File: src/rtl/tile_bram_reader.sv
// -----------------------------------------------------------------------------
// tile_bram_reader
//
// Purpose:
//   Streams a run of lines out of a pair of tile BRAM sides (left/right), each
//   side holding a mantissa memory and an exponent memory read at the same
//   address. A command supplies a base line per side and a line count. One read
//   is issued per cycle to all four memories. Each memory has a registered read
//   port, so its data is the beat payload on the following cycle. Under
//   back-pressure the reads pause, and the memories hold their last data, which
//   keeps the beat stable.
//
// Ports:
//   i_clk, i_reset_n            clock, asynchronous active-low reset
//   i_cmd_valid / o_cmd_ready   command handshake (ready only while idle)
//   i_cmd_left_base/right_base  first line index per side
//   i_cmd_len                   line count, legal 1..BRAM_DEPTH
//   i_abort                     terminate the active command
//   o_{man,exp}_{left,right}_rd_addr / _rd_en   tile memory read ports
//   i_{man,exp}_{left,right}_rd_data            registered tile memory data
//   o_valid / i_ready           beat handshake
//   o_man_*, o_exp_*, o_last    beat payload
//   o_busy, o_done, o_cmd_err   status
//
// Configuration:
//   TILE_RD_RANGE_CHECK_EN  when defined, a command whose base+len runs past
//                           BRAM_DEPTH on either side is rejected with
//                           o_cmd_err. When undefined, addresses wrap modulo
//                           BRAM_DEPTH.
// -----------------------------------------------------------------------------
module tile_bram_reader #(
    parameter int unsigned MAN_WIDTH  = 256,
    parameter int unsigned EXP_WIDTH  = 8,
    parameter int unsigned BRAM_DEPTH = 512,
    parameter int unsigned ADDR_WIDTH = $clog2(BRAM_DEPTH)
) (
    input  logic                  i_clk,
    input  logic                  i_reset_n,

    input  logic                  i_cmd_valid,
    output logic                  o_cmd_ready,
    input  logic [ADDR_WIDTH-1:0] i_cmd_left_base,
    input  logic [ADDR_WIDTH-1:0] i_cmd_right_base,
    input  logic [ADDR_WIDTH:0]   i_cmd_len,
    input  logic                  i_abort,

    output logic [ADDR_WIDTH-1:0] o_man_left_rd_addr,
    output logic [ADDR_WIDTH-1:0] o_man_right_rd_addr,
    output logic [ADDR_WIDTH-1:0] o_exp_left_rd_addr,
    output logic [ADDR_WIDTH-1:0] o_exp_right_rd_addr,
    output logic                  o_man_left_rd_en,
    output logic                  o_man_right_rd_en,
    output logic                  o_exp_left_rd_en,
    output logic                  o_exp_right_rd_en,

    input  logic [MAN_WIDTH-1:0]  i_man_left_rd_data,
    input  logic [MAN_WIDTH-1:0]  i_man_right_rd_data,
    input  logic [EXP_WIDTH-1:0]  i_exp_left_rd_data,
    input  logic [EXP_WIDTH-1:0]  i_exp_right_rd_data,

    output logic                  o_valid,
    input  logic                  i_ready,
    output logic [MAN_WIDTH-1:0]  o_man_left,
    output logic [MAN_WIDTH-1:0]  o_man_right,
    output logic [EXP_WIDTH-1:0]  o_exp_left,
    output logic [EXP_WIDTH-1:0]  o_exp_right,
    output logic                  o_last,

    output logic                  o_busy,
    output logic                  o_done,
    output logic                  o_cmd_err
);

    localparam int unsigned CNT_W = ADDR_WIDTH + 1;
    localparam logic [ADDR_WIDTH-1:0] ADDR_MAX = ADDR_WIDTH'(BRAM_DEPTH - 1);
    localparam logic [CNT_W-1:0]      LEN_MAX  = CNT_W'(BRAM_DEPTH);

    typedef enum logic [0:0] {
        S_IDLE = 1'b0,
        S_RUN  = 1'b1
    } state_e;

    state_e state_q, state_d;

    logic [ADDR_WIDTH-1:0] left_addr_q, left_addr_d;
    logic [ADDR_WIDTH-1:0] right_addr_q, right_addr_d;
    logic [CNT_W-1:0]      len_q, len_d;
    logic [CNT_W-1:0]      rd_cnt_q, rd_cnt_d;
    logic                  valid_q, valid_d;
    logic                  last_q, last_d;
    logic                  done_q, done_d;
    logic                  cmd_err_q, cmd_err_d;

    logic cmd_bad_c;
    logic reads_left_c;
    logic xfer_c;
    logic last_xfer_c;
    logic issue_c;

    // Command legality: zero or oversize length always illegal
`ifdef TILE_RD_RANGE_CHECK_EN
    localparam int unsigned RNG_W = ADDR_WIDTH + 2;
    logic [RNG_W-1:0] left_end_c;
    logic [RNG_W-1:0] right_end_c;

    assign left_end_c  = RNG_W'(i_cmd_left_base)  + RNG_W'(i_cmd_len);
    assign right_end_c = RNG_W'(i_cmd_right_base) + RNG_W'(i_cmd_len);
    assign cmd_bad_c   = (i_cmd_len == '0) || (i_cmd_len > LEN_MAX)
                       || (left_end_c  > RNG_W'(BRAM_DEPTH))
                       || (right_end_c > RNG_W'(BRAM_DEPTH));
`else
    assign cmd_bad_c   = (i_cmd_len == '0) || (i_cmd_len > LEN_MAX);
`endif

    // Handshake qualifiers; abort overrides a same-cycle transfer
    assign reads_left_c = (rd_cnt_q != len_q);
    assign xfer_c       = valid_q && i_ready;
    assign last_xfer_c  = (state_q == S_RUN) && !i_abort && xfer_c && last_q;
    assign issue_c      = (state_q == S_RUN) && !i_abort && reads_left_c
                        && (!valid_q || i_ready);

    // State register
    always_ff @(posedge i_clk or negedge i_reset_n) begin
        if (!i_reset_n) begin
            state_q <= S_IDLE;
        end else begin
            state_q <= state_d;
        end
    end

    // Next-state logic
    always_comb begin
        state_d = state_q;
        unique case (state_q)
            S_IDLE: begin
                if (i_cmd_valid && !cmd_bad_c) begin
                    state_d = S_RUN;
                end
            end
            S_RUN: begin
                if (i_abort || last_xfer_c) begin
                    state_d = S_IDLE;
                end
            end
            default: state_d = S_IDLE;
        endcase
    end

    // Output / datapath next-value logic
    always_comb begin
        left_addr_d  = left_addr_q;
        right_addr_d = right_addr_q;
        len_d        = len_q;
        rd_cnt_d     = rd_cnt_q;
        valid_d      = valid_q;
        last_d       = last_q;
        done_d       = 1'b0;
        cmd_err_d    = 1'b0;

        unique case (state_q)
            S_IDLE: begin
                valid_d = 1'b0;
                last_d  = 1'b0;
                if (i_cmd_valid) begin
                    if (cmd_bad_c) begin
                        cmd_err_d = 1'b1;
                    end else begin
                        left_addr_d  = i_cmd_left_base;
                        right_addr_d = i_cmd_right_base;
                        len_d        = i_cmd_len;
                        rd_cnt_d     = '0;
                    end
                end
            end
            S_RUN: begin
                if (i_abort) begin
                    valid_d = 1'b0;
                    last_d  = 1'b0;
                end else if (issue_c) begin
                    // New read replaces any beat consumed this cycle
                    valid_d      = 1'b1;
                    last_d       = (rd_cnt_q == (len_q - CNT_W'(1)));
                    rd_cnt_d     = rd_cnt_q + CNT_W'(1);
                    left_addr_d  = (left_addr_q == ADDR_MAX) ? '0
                                 : left_addr_q + ADDR_WIDTH'(1);
                    right_addr_d = (right_addr_q == ADDR_MAX) ? '0
                                 : right_addr_q + ADDR_WIDTH'(1);
                end else if (xfer_c) begin
                    valid_d = 1'b0;
                    last_d  = 1'b0;
                end
                done_d = last_xfer_c;
            end
            default: begin
                valid_d = 1'b0;
                last_d  = 1'b0;
            end
        endcase
    end

    // Datapath registers
    always_ff @(posedge i_clk or negedge i_reset_n) begin
        if (!i_reset_n) begin
            left_addr_q  <= '0;
            right_addr_q <= '0;
            len_q        <= '0;
            rd_cnt_q     <= '0;
            valid_q      <= 1'b0;
            last_q       <= 1'b0;
            done_q       <= 1'b0;
            cmd_err_q    <= 1'b0;
        end else begin
            left_addr_q  <= left_addr_d;
            right_addr_q <= right_addr_d;
            len_q        <= len_d;
            rd_cnt_q     <= rd_cnt_d;
            valid_q      <= valid_d;
            last_q       <= last_d;
            done_q       <= done_d;
            cmd_err_q    <= cmd_err_d;
        end
    end

    // Read enables must react to i_ready in the same cycle to keep one beat
    // per cycle; addresses come straight from the address registers.
    assign o_man_left_rd_en    = issue_c;
    assign o_man_right_rd_en   = issue_c;
    assign o_exp_left_rd_en    = issue_c;
    assign o_exp_right_rd_en   = issue_c;
    assign o_man_left_rd_addr  = left_addr_q;
    assign o_exp_left_rd_addr  = left_addr_q;
    assign o_man_right_rd_addr = right_addr_q;
    assign o_exp_right_rd_addr = right_addr_q;

    // Payload is the memories' own output register
    assign o_man_left  = i_man_left_rd_data;
    assign o_man_right = i_man_right_rd_data;
    assign o_exp_left  = i_exp_left_rd_data;
    assign o_exp_right = i_exp_right_rd_data;

    assign o_valid     = valid_q;
    assign o_last      = last_q;
    assign o_done      = done_q;
    assign o_cmd_err   = cmd_err_q;
    assign o_busy      = (state_q == S_RUN);
    assign o_cmd_ready = (state_q == S_IDLE);

endmodule

File: config.mk
export PLATFORM = sky130hd
export DESIGN_NAME = tile_bram_reader
export DESIGN_NICKNAME = d
export VERILOG_FILES = /design/src/rtl/tile_bram_reader.sv
export SDC_FILE = /design/constraint.sdc
export NUM_CORES = 1
export LEC_CHECK = 0
export ABC_AREA = 1
export BUFFER_PORTS_ARGS = -buffer_cell sky130_fd_sc_hd__buf_2
export CAP_MARGIN = 10
export CORE_AREA = 2 2 436 438
export CTS_CLUSTER_SIZE = 16
export DETAILED_ROUTE_END_ITERATION = 6
export DIE_AREA = 0 0 438 440
export RECOVER_POWER = 100
export SYNTH_ARGS = -nofsm -noshare
export SYNTH_HDL_FRONTEND = slang
export SYNTH_SLANG_ARGS = --single-unit
File: constraint.sdc
create_clock -name i_clk -period 2.44 [get_ports i_clk]
set_input_delay 0.488 -clock i_clk [delete_from_list [all_inputs] [get_ports i_clk]]
set_output_delay 0.488 -clock i_clk [all_outputs]
set_load 0.05 [all_outputs]
==> flow_summary.ini <==
[placed_design]
dp_hpwl_um = 108000
portBuffers = 78
gp_congestion = 0.885

[layout]
drive_gt1_frac = 0.152
final_core_util = 0.0351
synthToLayoutAreaGrowth_pct = -6.91
fin_nets = 1092
n_antenna_cell = 0

[floorplanning]
initial_core_util = 0.0377
die_h_um = 440
die_area_mm2 = 0.193
fp-row-count = 160
die_w_um = 438
design.core.area_mm2 = 0.189
io_pins = 1135

[global_routing]
grt_pass1_wl_um = 121000
grt-ovfl-total = 0
grt_pass1_vias = 4153
antenna_found_initial = 9
top_usage_layer = met3
use_met1 = 0.0411
met3_usage = 0.214
grt_use_met2 = 0.162
track_usage = 0.111
grt_max_degree = 44

[synth]
ys.flop_type = dfrtp_1
synth.area.top_cells = buf_4 (58%), dfrtp_1 (15%), nand2_1 (8.9%)
synth_seq_cells = 43
syn_nets = 1558
synth_largest_area_cell = buf_4
syn_area_mm2 = 0.00710
synth_edf_count = 0
synth_cell_types = 34
async_flop_share = 1.00
syn_area_per_cell_um2 = 7.17
syn_inst = 991
yosysSeqAreaShare = 0.151
synth_top_cell_area_share = 0.583
yosysWarnings = 0

[clock_tree]
clock_sinks = 43
clk_latency_ns = 0.28
cts_tree = done
clockRootBuffer = clkbuf_16
clockBufferDepth = 2
htreeDepth = 2
cts_buffers = 5
clkSlewWorstSetupHoldPaths_ns = 0.07
hold_buffers = 0

[sta]
setup_viol_count_final = 0
rsz0062_at_grt = false
skew_ns = 0.00780
finalSetupTns_ns = 0
tightestPinTransition_ns = 1.16
fin_crit_sh = 0.943
holdWs_ns = 0.408
hold_violations = 0
slew_viol_final = 0
max-slew-margin-rel = 0.232
fin_crit_ns = 2.30
max_freq_ghz = 0.435

[setup_path]
critPathLaunchType = flip-flop
crit_arrival_ns = 1.81
path_max_fanout = 6
path_class = flip-flop to output port
r2r-end = o_exp_left_rd_addr[7]$_DFFE_PN0P_
rr_worst_depth = 11
end_kind = output port
r2r_slack_ns = 0.24
r2r-start = o_exp_left_rd_addr[0]$_DFFE_PN0P_
worstPathRequired_ns = 1.95

[routing]
antenna_left = 0
viasPerCell = 1.56
firstDrtPassIters = 5
wire_per_inst_um = 37.1
drt_iter0_markers = 468
remaining_drc_errors = 0
vias = 4745
finalWirelength_um = 113000

[power_and_ir_drop]
p_per_area_mw_per_mm2 = 543
p_leak_nw = 1.82
vdd.ir_drop.worst_v = 0.000251

[min_path]
hold_depth = 2
whs_endpoint = o_busy$_DFF_PN0_
hold_start = i_abort
hold_path.class = primary input to flip-flop

[run]
drv_cap = 0

[status]
status = completed
## layout by cell type (no fill, tap or decap), types with 2 or more instances in the layout
cell        synthesis  layout
a21oi_1             6       5
nand3_1            48      49
a21oi_2             6       7
xor2_1              6       6
xnor2_1             5       5
nand4_1             4       4
buf_2               4      32
clkbuf_16           0       5
ha_1                6       6
o21ai_0            13      14
nand2_4             2       2
nor3_1              7       7
clkinvlp_4          0       2
o21ai_1             3       2
nor2_1             49      49
o31ai_1             3       3
nand2_1           169     169
buf_4             552      10
dfrtp_1            43      42
inv_1              36      35
clkbuf_1            3      43
a22o_1              2       2
clkbuf_2            0       3
buf_6               6       4
inv_2               6       6
## repair_timing
action                     4_1_cts  5_1_grt
resized for setup                0       19
buffers inserted                 0        1
setup endpoints to repair        0        4
## cells by family (layout without fill, tap and decap cells)
kind of cell / count (synthesis) / count (layout) / share of synthesized area
buffers and inverters: 607 / 142 / 0.620
AND/OR/NAND/NOR: 287 / 287 / 0.171
adder cells (fa/ha/maj): 6 / 6 / 0.0106
XOR/XNOR: 12 / 12 / 0.0159
flip-flops: 43 / 43 / 0.151
AO/OA/AOI/OAI: 36 / 36 / 0.0315
## synthesized netlist by cell type (4+ instances only)
cell type,number
ha_1,6
nand3_1,48
nand4_1,4
a21oi_2,6
buf_2,4
xnor2_1,5
a21oi_1,6
nor2_1,49
xor2_1,6
inv_1,36
nand2_1,169
buf_4,552
buf_6,6
dfrtp_1,43
nor3_1,7
o21ai_0,13
inv_2,6
## metal layers
metal  vias to the layer above  part of all wire
li1                       1562                 -
met1                      1963              0.13
met2                      1036              0.42
met3                       174              0.40
met4                        10             0.043
met5                         -            0.0038
## layout make-up
class / count / area [um^2]
timing repair buffer: 92 / 473
tap: 2511 / 3140
clock buffer: 6 / 129
clock inverter: 2 / 12.5
inverter: 42 / 161
sequential: 43 / 1080
multi-input combinational: 341 / 1620
fill: 22600 / 182000
## worst max-delay path: stages, from the launching register on
cell        delay, ns
dfrtp_1          0.44
inv_1            0.14
nand2_1          0.06
nand2_1          0.07
nand2_1          0.06
nor2_1           0.13
nand3_2          0.13
nand2_4          0.10
clkinvlp_4       0.09
buf_12           0.15
buf_6            0.15
## flip-flops by register name, indices dropped and copies added, names as in the netlist
signal,flops
len_q,10
o_exp_right_rd_addr,9
o_done,1
o_busy,1
o_last,1
o_cmd_err,1
o_exp_left_rd_addr,9
rd_cnt_q,10
o_valid,1
## metrics by stage
stage / std cells / area, um^2 / setup WS [ns] / total power, mW
floorplan: 991 / 7100 / 0.0778 / 4.60
CTS: 3036 / 6630 / 0.0568 / 3.60
global route: 3037 / 6610 / 0.0202 / 3.76
global placement: 3028 / 6490 / 0.336 / 2.93
detailed placement: 3028 / 6490 / 0.345 / 2.94
finish: 3037 / 6610 / 0.139 / 3.59
## worst max path at each step
stage | startpoint | depth (start not counted) | to
2_1_floorplan | o_busy$_DFF_PN0_ | 7 | o_exp_right_rd_en
3_3_place_gp | i_abort | 6 | o_exp_right_rd_en
3_5_place_dp | i_abort | 6 | o_man_right_rd_en
4_1_cts | rd_cnt_q[7]$_DFFE_PN0P_ | 8 | o_man_right_rd_en
5_1_grt | len_q[3]$_DFFE_PN0P_ | 10 | o_man_right_rd_en
6_report | rd_cnt_q[4]$_DFFE_PN0P_ | 10 | o_man_right_rd_en
## report_power, final
part           internal, mW  switching (mW)
registers             0.839           0.217
logic                 0.363            1.51
clock network         0.378           0.285
Note: power is estimated with default switching activity, not from simulation.
